### src/rtl/control_sequencer_pkg.sv
// Shared opcode, micro-step and control-word bit definitions for the CPU
// control sequencer, its datapath consumers and the testbench.
package cpu_ctrl_pkg;

  localparam int OPCODE_WIDTH = 4;
  localparam int STEP_W       = 3;

  typedef enum logic [3:0] {
    OP_NOP = 4'h0,
    OP_LDA = 4'h1,
    OP_ADD = 4'h2,
    OP_SUB = 4'h3,
    OP_STA = 4'h4,
    OP_LDI = 4'h5,
    OP_JMP = 4'h6,
    OP_JC  = 4'h7,
    OP_JZ  = 4'h8,
    OP_OUT = 4'hE,
    OP_HLT = 4'hF
  } opcode_e;

  typedef enum logic [2:0] {
    T0 = 3'd0,
    T1 = 3'd1,
    T2 = 3'd2,
    T3 = 3'd3,
    T4 = 3'd4
  } step_e;

  // Bit positions inside the packed control word
  localparam int CW_PC_OUT   = 0;
  localparam int CW_PC_INC   = 1;
  localparam int CW_PC_LOAD  = 2;
  localparam int CW_MAR_LOAD = 3;
  localparam int CW_RAM_OUT  = 4;
  localparam int CW_RAM_IN   = 5;
  localparam int CW_IR_LOAD  = 6;
  localparam int CW_IR_OUT   = 7;
  localparam int CW_A_LOAD   = 8;
  localparam int CW_A_OUT    = 9;
  localparam int CW_B_LOAD   = 10;
  localparam int CW_ALU_OUT  = 11;
  localparam int CW_SUB      = 12;
  localparam int CW_OUT_LOAD = 13;
  localparam int CW_W        = 14;

endpackage

### src/rtl/control_sequencer_if.sv
// Control bundle between the sequencer (master) and the datapath (slave):
// opcode and ALU flags in, every strobe plus status out.
interface control_sequencer_if;
  import cpu_ctrl_pkg::*;

  logic [OPCODE_WIDTH-1:0] opcode;
  logic                    CF;
  logic                    ZF;
  logic                    pc_out;
  logic                    pc_inc;
  logic                    pc_load;
  logic                    mar_load;
  logic                    ram_out;
  logic                    ram_in;
  logic                    ir_load;
  logic                    ir_out;
  logic                    a_load;
  logic                    a_out;
  logic                    b_load;
  logic                    alu_out;
  logic                    sub;
  logic                    out_load;
  logic                    halted;
  logic [STEP_W-1:0]       step;

  modport master (
    input  opcode, CF, ZF,
    output pc_out, pc_inc, pc_load, mar_load, ram_out, ram_in, ir_load,
           ir_out, a_load, a_out, b_load, alu_out, sub, out_load, halted, step
  );

  modport slave (
    output opcode, CF, ZF,
    input  pc_out, pc_inc, pc_load, mar_load, ram_out, ram_in, ir_load,
           ir_out, a_load, a_out, b_load, alu_out, sub, out_load, halted, step
  );

endinterface

### src/rtl/control_sequencer_step_counter.sv
// Micro-step counter: wraps to T0 on clear_i or after LAST_STEP, freezes on hold_i.
module step_counter
  import cpu_ctrl_pkg::*;
#(
  parameter int LAST_STEP = 4
) (
  input  logic              clk,
  input  logic              rst,
  input  logic              clear_i,
  input  logic              hold_i,
  output logic [STEP_W-1:0] step_o
);

  logic [STEP_W-1:0] step_q;
  logic [STEP_W-1:0] step_d;

  always_comb begin
    step_d = step_q + 3'd1;
    if (hold_i) begin
      step_d = step_q;
    end else if (clear_i || (step_q >= STEP_W'(LAST_STEP))) begin
      step_d = '0;
    end
  end

  always_ff @(posedge clk or posedge rst) begin
    if (rst) begin
      step_q <= '0;
    end else begin
      step_q <= step_d;
    end
  end

  assign step_o = step_q;

endmodule

### src/rtl/control_sequencer.sv
// Microcoded control unit: decodes (step, opcode, CF, ZF) into the datapath
// control word and tracks the halted state.
module control_sequencer
  import cpu_ctrl_pkg::*;
#(
  parameter int OPCODE_W  = 4,
  parameter int LAST_STEP = 4
) (
  input  logic                clk,
  input  logic                rst,
  control_sequencer_if.master bus
);

  logic [OPCODE_W-1:0] op;
  logic [STEP_W-1:0]   step;
  logic [CW_W-1:0]     cw;
  logic                endStep;
  logic                halted_q;
  logic                halted_d;

  assign op = bus.opcode;

  step_counter #(.LAST_STEP(LAST_STEP)) u_step_counter (
    .clk     (clk),
    .rst     (rst),
    .clear_i (endStep),
    .hold_i  (halted_q),
    .step_o  (step)
  );

  // Strobes are forced low during reset and once halted.
  always_comb begin
    cw      = '0;
    endStep = 1'b0;
    if (!rst && !halted_q) begin
      case (step)
        T0: begin
          cw[CW_PC_OUT]   = 1'b1;
          cw[CW_MAR_LOAD] = 1'b1;
        end
        T1: begin
          cw[CW_RAM_OUT] = 1'b1;
          cw[CW_IR_LOAD] = 1'b1;
          cw[CW_PC_INC]  = 1'b1;
        end
        T2: begin
          endStep = 1'b1;
          case (op)
            OP_LDA, OP_ADD, OP_SUB, OP_STA: begin
              cw[CW_IR_OUT]   = 1'b1;
              cw[CW_MAR_LOAD] = 1'b1;
              endStep         = 1'b0;
            end
            OP_LDI: begin
              cw[CW_IR_OUT] = 1'b1;
              cw[CW_A_LOAD] = 1'b1;
            end
            OP_JMP: begin
              cw[CW_IR_OUT]  = 1'b1;
              cw[CW_PC_LOAD] = 1'b1;
            end
            OP_JC: begin
              cw[CW_IR_OUT]  = bus.CF;
              cw[CW_PC_LOAD] = bus.CF;
            end
            OP_JZ: begin
              cw[CW_IR_OUT]  = bus.ZF;
              cw[CW_PC_LOAD] = bus.ZF;
            end
            OP_OUT: begin
              cw[CW_A_OUT]    = 1'b1;
              cw[CW_OUT_LOAD] = 1'b1;
            end
            default: ;
          endcase
        end
        T3: begin
          endStep = 1'b1;
          case (op)
            OP_LDA: begin
              cw[CW_RAM_OUT] = 1'b1;
              cw[CW_A_LOAD]  = 1'b1;
            end
            OP_ADD, OP_SUB: begin
              cw[CW_RAM_OUT] = 1'b1;
              cw[CW_B_LOAD]  = 1'b1;
              endStep        = 1'b0;
            end
            OP_STA: begin
              cw[CW_A_OUT]  = 1'b1;
              cw[CW_RAM_IN] = 1'b1;
            end
            default: ;
          endcase
        end
        T4: begin
          endStep = 1'b1;
          if (op == OP_ADD || op == OP_SUB) begin
            cw[CW_ALU_OUT] = 1'b1;
            cw[CW_A_LOAD]  = 1'b1;
            cw[CW_SUB]     = (op == OP_SUB);
          end
        end
        default: endStep = 1'b1;
      endcase
    end
  end

  always_comb begin
    halted_d = halted_q;
    if (!halted_q && (step == T2) && (op == OP_HLT)) begin
      halted_d = 1'b1;
    end
  end

  always_ff @(posedge clk or posedge rst) begin
    if (rst) begin
      halted_q <= 1'b0;
    end else begin
      halted_q <= halted_d;
    end
  end

  assign bus.pc_out   = cw[CW_PC_OUT];
  assign bus.pc_inc   = cw[CW_PC_INC];
  assign bus.pc_load  = cw[CW_PC_LOAD];
  assign bus.mar_load = cw[CW_MAR_LOAD];
  assign bus.ram_out  = cw[CW_RAM_OUT];
  assign bus.ram_in   = cw[CW_RAM_IN];
  assign bus.ir_load  = cw[CW_IR_LOAD];
  assign bus.ir_out   = cw[CW_IR_OUT];
  assign bus.a_load   = cw[CW_A_LOAD];
  assign bus.a_out    = cw[CW_A_OUT];
  assign bus.b_load   = cw[CW_B_LOAD];
  assign bus.alu_out  = cw[CW_ALU_OUT];
  assign bus.sub      = cw[CW_SUB];
  assign bus.out_load = cw[CW_OUT_LOAD];
  assign bus.halted   = halted_q;
  assign bus.step     = step;

endmodule

### src/flat_wrapper.sv
// flat-port wrapper written by rule: the top's interface ports become plain ports
module control_sequencer_flat import cpu_ctrl_pkg::*;
#(
  parameter int OPCODE_W  = 4,
  parameter int LAST_STEP = 4
)
  (clk, rst, bus_opcode, bus_CF, bus_ZF, bus_pc_out, bus_pc_inc, bus_pc_load, bus_mar_load, bus_ram_out, bus_ram_in, bus_ir_load, bus_ir_out, bus_a_load, bus_a_out, bus_b_load, bus_alu_out, bus_sub, bus_out_load, bus_halted, bus_step);
  control_sequencer_if bus_i ();
  input  logic clk;
  input  logic rst;
  input wire logic [$bits(bus_i.opcode)-1:0] bus_opcode;
  input wire logic [$bits(bus_i.CF)-1:0] bus_CF;
  input wire logic [$bits(bus_i.ZF)-1:0] bus_ZF;
  output wire logic [$bits(bus_i.pc_out)-1:0] bus_pc_out;
  output wire logic [$bits(bus_i.pc_inc)-1:0] bus_pc_inc;
  output wire logic [$bits(bus_i.pc_load)-1:0] bus_pc_load;
  output wire logic [$bits(bus_i.mar_load)-1:0] bus_mar_load;
  output wire logic [$bits(bus_i.ram_out)-1:0] bus_ram_out;
  output wire logic [$bits(bus_i.ram_in)-1:0] bus_ram_in;
  output wire logic [$bits(bus_i.ir_load)-1:0] bus_ir_load;
  output wire logic [$bits(bus_i.ir_out)-1:0] bus_ir_out;
  output wire logic [$bits(bus_i.a_load)-1:0] bus_a_load;
  output wire logic [$bits(bus_i.a_out)-1:0] bus_a_out;
  output wire logic [$bits(bus_i.b_load)-1:0] bus_b_load;
  output wire logic [$bits(bus_i.alu_out)-1:0] bus_alu_out;
  output wire logic [$bits(bus_i.sub)-1:0] bus_sub;
  output wire logic [$bits(bus_i.out_load)-1:0] bus_out_load;
  output wire logic [$bits(bus_i.halted)-1:0] bus_halted;
  output wire logic [$bits(bus_i.step)-1:0] bus_step;
  assign bus_i.opcode = bus_opcode;
  assign bus_i.CF = bus_CF;
  assign bus_i.ZF = bus_ZF;
  assign bus_pc_out = bus_i.pc_out;
  assign bus_pc_inc = bus_i.pc_inc;
  assign bus_pc_load = bus_i.pc_load;
  assign bus_mar_load = bus_i.mar_load;
  assign bus_ram_out = bus_i.ram_out;
  assign bus_ram_in = bus_i.ram_in;
  assign bus_ir_load = bus_i.ir_load;
  assign bus_ir_out = bus_i.ir_out;
  assign bus_a_load = bus_i.a_load;
  assign bus_a_out = bus_i.a_out;
  assign bus_b_load = bus_i.b_load;
  assign bus_alu_out = bus_i.alu_out;
  assign bus_sub = bus_i.sub;
  assign bus_out_load = bus_i.out_load;
  assign bus_halted = bus_i.halted;
  assign bus_step = bus_i.step;
  control_sequencer #(.OPCODE_W(OPCODE_W), .LAST_STEP(LAST_STEP)) u_core (.clk(clk), .rst(rst), .bus(bus_i));
endmodule
### config.mk
export PLATFORM = sky130hd
export DESIGN_NAME = control_sequencer_flat
export DESIGN_NICKNAME = d
export VERILOG_FILES = /design/src/rtl/control_sequencer_pkg.sv /design/src/rtl/control_sequencer_if.sv /design/src/rtl/control_sequencer_step_counter.sv /design/src/rtl/control_sequencer.sv /design/src/flat_wrapper.sv
export SDC_FILE = /design/constraint.sdc
export NUM_CORES = 1
export LEC_CHECK = 0
export CORE_UTILIZATION = 43
export DETAILED_ROUTE_END_ITERATION = 7
export GPL_TIMING_DRIVEN = 1
export PLACE_DENSITY = 0.83
export SLEW_MARGIN = 0
export SYNTH_ARGS = -nofsm -noshare
export SYNTH_HDL_FRONTEND = slang
export SYNTH_SLANG_ARGS = --single-unit
### constraint.sdc
create_clock -name clk -period 2.95 [get_ports clk]
set_input_delay 0.295 -clock clk [delete_from_list [all_inputs] [get_ports clk]]
set_output_delay 0.295 -clock clk [all_outputs]
set_load 0.005 [all_outputs]
### Yosys cells after proc, flatten, opt, wreduce, memory -nomap -nowiden

Cells that the tools add are included.

* bits in registers: 4
* input bits: 8

* add/sub/neg operators: 1
* magnitude comparators: 1
* eq/ne operators: 14
* mux-type cells: 29
* reduce and logical (&&, ||, !) cells: 13

Operators with widths (count)
* $mux 1: 18
* $eq 4x3->1 const B: 4
* $mux 14: 1
* $eq 4x4->1 const B: 3
* $pmux 1 s3: 4
* $eq 4x2->1 const B: 2
* $eq 3x2->1 const B: 2
* $pmux 1 s2: 3
* $reduce_or 6->1: 1
* $eq 4x1->1 const B: 1
* $mux 2: 2
* $reduce_or 2->1: 2
* $reduce_or 4->1: 1
* $add 3x1->3 const B: 1
* $eq 3x1->1 const B: 1
* $eq 3x3->1 const B: 1
* $ge 3x3->1 const B: 1
* $logic_and 1x1->1: 3
* $logic_not 3->1: 1
* $mux 3: 1
* $reduce_or 3->1: 1
* $logic_not 1->1: 2
* $logic_or 1x1->1: 2

### Logic depth before layout (Yosys ltp)

Gate-level depths: netlist of the first run.

* word-level depth: 7
* gate-level depth with buffers: 5
* depth with buffers taken out: 5

### Cells and area by module

From an unflattened synthesis of the first run, not the netlist that was laid out.

* cell total of the unflattened synthesis: 67
* area total of the unflattened synthesis: 484.2 µm²

Modules (own cells, without submodules)
* control_sequencer: times used 1, cells an instance 55, area an instance 345.3 µm²
* step_counter: times used 1, cells an instance 12, area an instance 138.9 µm²

### Least setup slack after synthesis of the first run

No wires, ideal clock.

* path kind: register to output
* start point: register u_core.u_step_counter.step_q[0], in the netlist u_core.u_step_counter.step_o[0]
* end point: output port bus_a_out
* arrival: 1664 ps
* setup slack: 991 ps
* cell stages (with the launch flop): 6
* buffers on the path: 0
* cell sequence: dfrtp_1 > inv_1 > ha_1 > or4b_4 > nor4b_4 > o211a_1

* longest elaborated chain between the ends: 3
* elaborated cells between the ends (all ways): 4
* those cells by class: eq/ne (2); mux (2)

RTL lines
* start: declaration: RTL line control_sequencer_step_counter.sv:14 `logic [STEP_W-1:0] step_q;`
* start signal: assignment: RTL line control_sequencer_step_counter.sv:30 `step_q <= step_d;`
* $eq 3x2->1: RTL line control_sequencer.sv:36 `case (step)`
* $pmux 1 s2 (*): RTL line control_sequencer.sv:36
* $mux 14 (*): RTL line control_sequencer.sv:35 `if (!rst && !halted_q) begin`
* end: declaration: RTL line flat_wrapper.sv:23 `output wire logic [$bits(bus_i.a_out)-1:0] bus_a_out;`

Every way passes the cells marked *; elsewhere a longest branch is shown, timed or not.

### Worst setup path in the final report of the first run

Same ends and word-level chain as after synthesis.

==> results of run 1 <==
-- final timing paths --
path	start	endpoint	slack [ns]	cells past startpoint
setup reg to reg	u_core.u_step_counter.step_o[0]	u_core.u_step_counter.step_o[0]	0.95	5
max in group asynchronous	rst	u_core.u_step_counter.step_o[2]	2.37	2
hold reg to reg	u_core.u_step_counter.step_o[0]	u_core.u_step_counter.step_o[0]	0.63	1
min in group clk	u_core.u_step_counter.step_o[0]	u_core.u_step_counter.step_o[0]	0.63	1
setup / recovery	u_core.u_step_counter.step_o[0]	bus_a_out	0.12	6
hold / removal	rst	u_core.u_step_counter.step_o[0]	0.42	2
-- placed cells by master, fill, tap and decap left out, types with 2 or more instances in the layout --
master	count
o41ai_1	3
clkdlybuf4s50_1	25
and3b_1	2
o21a_1	2
ha_1	4
a211oi_1	2
a21oi_1	2
nand2_1	6
clkbuf_4	3
nor3_1	4
buf_4	3
and2_1	2
nand4_1	2
o21ai_0	2
dfrtp_1	4
or2_2	2
inv_1	6
nor2_1	6
-- cell type report --
type / count / area share
clock buffers: 3 / 0.0267
flip-flops and latches: 4 / 0.119
repair buffers: 28 / 0.323
multi-input cells: 55 / 0.484
inverters: 6 / 0.0267
well taps: 14 / 0.0208
-- sequential cells by signal, summed over array words and instances, names as in the netlist --
signal	cells
u_core.u_step_counter.step_o	3
u_core.bus.halted	1
-- per-layer routing --
layer,up-vias,routed length [um],track usage
li1,314,-,-
met1,309,746,0.388
met2,41,898,0.492
met3,3,142,0.0756
met4,0,15,0.107
met5,-,0,0
-- logic make-up after synthesis --
kind of cell | Yosys count | share of synthesized area
buf+inv | 11 | 0.100
fa+ha+maj | 5 | 0.111
compound gates | 18 | 0.243
flops | 4 | 0.178
simple gates | 32 | 0.367
-- through the flow --
step	hold slack (ns)	instance area, um^2	power, W	util	std cells
2_1_floorplan	0.0611	562	0.000305	-	70
3_3_place_gp	0.586	818	0.000435	0.708	107
3_5_place_dp	0.619	818	0.000446	0.708	107
4_1_cts	0.401	841	0.000520	0.727	110
5_1_grt	0.438	843	0.000574	0.729	110
6_report	0.417	843	0.000526	0.729	110
-- where the power goes --
part	total, W	internal (W)	leakage (nW)	switching [W]
registers	0.000129	0.0000809	0.0501	0.0000485
logic	0.000323	0.000177	0.291	0.000146
clock network	0.0000731	0.0000458	0.0138	0.0000273
total	0.000526	0.000304	0.355	0.000222
-- worst max-delay path: cells and delay by family (launching register included) --
kind	cells	cell delay, ns
fa+ha+maj	1	0.24
simple gates	2	0.81
buf+inv	2	0.62
compound gates	1	0.17
flops	1	0.44
-- timing repair --
item                                    CTS  global route
gates resized for setup                   0             1
endpoints found under the hold margin     0             0
endpoints found under the setup margin    0             1
==> out/metrics.yaml, run 1 <==
status: "finished, final reports clean"
grt_pass1_wl_um: 2990
startpoint_type: "register"
slew_viol_final: 0
path_max_fanout: 6
final_antenna_net_count: 0
dpl_worst_slack_ns: 0.332
synth_area_um2: 562
fp.dieW_um: 38.1
drt_iter0_drc: 20
slowest_delay_ns: 0.52
cts_setup_buffers: 0
htreeDepth: 1
syn2layout_area_growth_pct: 50.1
cts_tree: "yes"
seq_area_um2: 100
route.detailed.drc: 0
setup_viol: 0
grt_overflow: 0
vias_per_cell: 6.06
syn_nets: 83
routed_wirelength_um: 1800
io_buffers: 25
io_pins: 26
hold_violations: 0
die_y_um: 38.1
seq_area_frac_synth: 0.178
ctsRootBufferMaster: "clkbuf_4"
min_period_over_period: 0.959
postSynthAreaPerCell_um2: 8.03
grt_max_degree: 12
yosysUniqueCellTypes: 33
synth_warnings: 0
multi_input_area_um2: 408
grt_pass1_vias: 619
core_area_um2: 1160
synth_top_area_cell: "dfrtp_1"
fill_cells: 93
finalWeightedCongestion: 0.845
fin_worst_skew_ns: 0.00381
synthTopCellsByCount: "inv_1 (6), nand2_1 (6), nor2_1 (6)"
initial_core_util: 0.486
cap_viol_max_count: 0
path_cells: "inv_1, ha_2, or4b_4, nor4b_4, o211a_1, clkdlybuf4s50_1"
grt.total_usage: 0.305
hp-class: "in2async"
insertion_delay_ns: 0.24
synth_edf_count: 0
maxSlewHeadroom: 0.700
cts.sinks: 4
yosys.area.top_type_share: 0.178
synth_cells: 70
nNetsFinal: 111
ys_top_cells_by_area: "dfrtp_1 (18%), ha_1 (11%), o41ai_1 (4.7%), nor4b_4 (4.2%), inv_1 (4.0%)"
synth_seq_cells: 4
worst_pin_slew_ns: 0.447
crit_slowest_cell: "or4b_4"
rows: 12
dp_hpwl_um: 1380
worst_setup_path_end_kind: "output port"
crit_arrival_ns: 2.53
clk_pin_slew_worst_paths_ns: 0.04
peakVddDrop_mv: 0.482
fmax_ghz: 0.354
cp_data_required_time_ns: 2.65
cts_buffers: 3
rsz0062_at_grt: "no"
fin_crit_ns: 2.83
antenna_found_initial: 0
dieArea_um2: 1460
clockBufferDepth: 2
wl_per_cell_um: 16.4
firstDrtPassIters: 4
p_per_area_nw_per_um2: 624
synthFlopType: "dfrtp_1"
leakagePower_nw: 0.355
n_antenna_cell: 0
worst_slack_ns: 0.122
synthArstFlopShare: 1.00
drive_gt1_frac: 0.125
postCtsHoldBufs: 0
vias: 667
setup_tns_ns: 0
path_class: "reg2out"
(Power assumes the default switching activity.)
==> run 2: changes to the inputs <==
Settings changed: CAP_MARGIN set to 20, PLACE_DENSITY 0.83 to 0.91.
==> out/metrics.yaml, run 2 (synthesis gave the netlist of run 1 again) <==
holdWs_ns: 0.403
cp_data_required_time_ns: 2.65
io_buffers: 25
cts_tree: "yes"
vias_per_cell: 5.77
fill_cells: 98
drt_iter0_drc: 25
io_pins: 26
cts_setup_buffers: 0
place_area_um2: 796
rsz0062_at_grt: "no"
slowest_delay_ns: 0.53
firstDrtPassIters: 4
cts.sinks: 4
path_cells: "inv_1, ha_1, or4b_4, nor4b_4, o211a_1, clkdlybuf4s50_1"
crit_slowest_cell: "or4b_4"
fin_worst_skew_ns: 0.00485
cap_viol_max_count: 0
final_common_cell: "clkdlybuf4s50_1"
grt.total_usage: 0.235
grt_pass1_wl_um: 2330
cts_buffers: 3
slew_viol_final: 0
setup_tns_ns: 0
cts_resized: 0
peakVddDrop_mv: 0.542
fin_crit_ns: 2.76
p_per_area_nw_per_um2: 605
final_antenna_net_count: 0
grt_overflow: 0
path_class: "reg2out"
worst_setup_path_end_kind: "output port"
ctsRootBufferMaster: "clkbuf_4"
grt_max_degree: 12
finalWeightedCongestion: 0.851
n_antenna_cell: 0
postCtsHoldBufs: 0
vias: 617
grt_pass1_vias: 504
dp_hpwl_um: 1110
fmax_ghz: 0.362
syn2layout_area_growth_pct: 45.7
initial_core_util: 0.486
hp-class: "in2async"
insertion_delay_ns: 0.24
clockBufferDepth: 2
route.detailed.drc: 0
min_period_over_period: 0.937
routed_wirelength_um: 1440
dieArea_um2: 1460
largest_reg_flops: 3
hold_violations: 0
layout_common_cells: "clkdlybuf4s50_1 (25), inv_1 (6), nor2_1 (6), nand2_1 (6), ha_1 (5)"
maxSlewHeadroom: 0.721
rows: 12
path_max_fanout: 6
worst_pin_slew_ns: 0.416
die_y_um: 38.1
htreeDepth: 1
crit_arrival_ns: 2.47
fp.dieW_um: 38.1
status: "finished, final reports clean"
clk_pin_slew_worst_paths_ns: 0.04
wl_per_cell_um: 13.4
leakagePower_nw: 0.342
setup_viol: 0
startpoint_type: "register"
drive_gt1_frac: 0.0860
stdcell_area_um2: 818
core_area_um2: 1160
antenna_found_initial: 0
nNetsFinal: 108
run 2: worst paths after layout:
kind | depth (start not counted) | slack, ns | startpoint | end
setup / recovery | 6 | 0.19 | u_core.u_step_counter.step_o[0] | bus_a_out
hold / removal | 2 | 0.40 | rst | u_core.u_step_counter.step_o[2]
setup reg to reg | 5 | 1.03 | u_core.u_step_counter.step_o[0] | u_core.u_step_counter.step_o[2]
hold reg to reg | 1 | 0.58 | u_core.u_step_counter.step_o[0] | u_core.u_step_counter.step_o[0]
max in group asynchronous | 2 | 2.40 | rst | u_core.u_step_counter.step_o[0]
min in group clk | 1 | 0.58 | u_core.u_step_counter.step_o[0] | u_core.u_step_counter.step_o[0]
run 2: through the flow:
| stage | std cells | utilization | power [W] | setup slack [ns] |
|---|---|---|---|---|
| 6_report | 107 | 0.708 | 0.000495 | 0.187 |
| 5_1_grt | 107 | 0.708 | 0.000541 | 0.0360 |
| 4_1_cts | 107 | 0.708 | 0.000498 | 0.164 |
| 3_5_place_dp | 104 | 0.688 | 0.000425 | 0.328 |
| 3_3_place_gp | 104 | 0.688 | 0.000416 | 0.339 |
| 2_1_floorplan | 70 | - | 0.000305 | 0.991 |
run 2: power by group:
group / switching (W) / internal [W] / leakage, nW
registers: 0.0000503 / 0.0000809 / 0.0501
clock network: 0.0000235 / 0.0000456 / 0.0138
logic: 0.000128 / 0.000167 / 0.278
total: 0.000202 / 0.000293 / 0.342
run 2: critical path: cells and delay by family, from the launching register on:
kind | cells | cell delay, ns
AO/OA/AOI/OAI | 1 | 0.17
adder cells (fa/ha/maj) | 1 | 0.23
buffers and inverters | 2 | 0.60
flip-flops | 1 | 0.42
AND/OR/NAND/NOR | 2 | 0.82
run 2: layout make-up:
cell class / count / area (um^2) / share of cell area
Clock buffer: 3 / 22.5 / 0.0275
Inverter: 6 / 22.5 / 0.0275
Multi-Input combinational cell: 55 / 405 / 0.495
Sequential cell: 4 / 100 / 0.122
Tap cell: 14 / 17.5 / 0.0214
Timing Repair Buffer: 25 / 250 / 0.306
run 2: metal layers:
layer	track usage	up-vias	part of all wire
li1	-	307	-
met5	0	-	0
met1	0.309	285	0.45
met4	0.134	0	0.015
met2	0.356	23	0.48
met3	0.0407	2	0.048
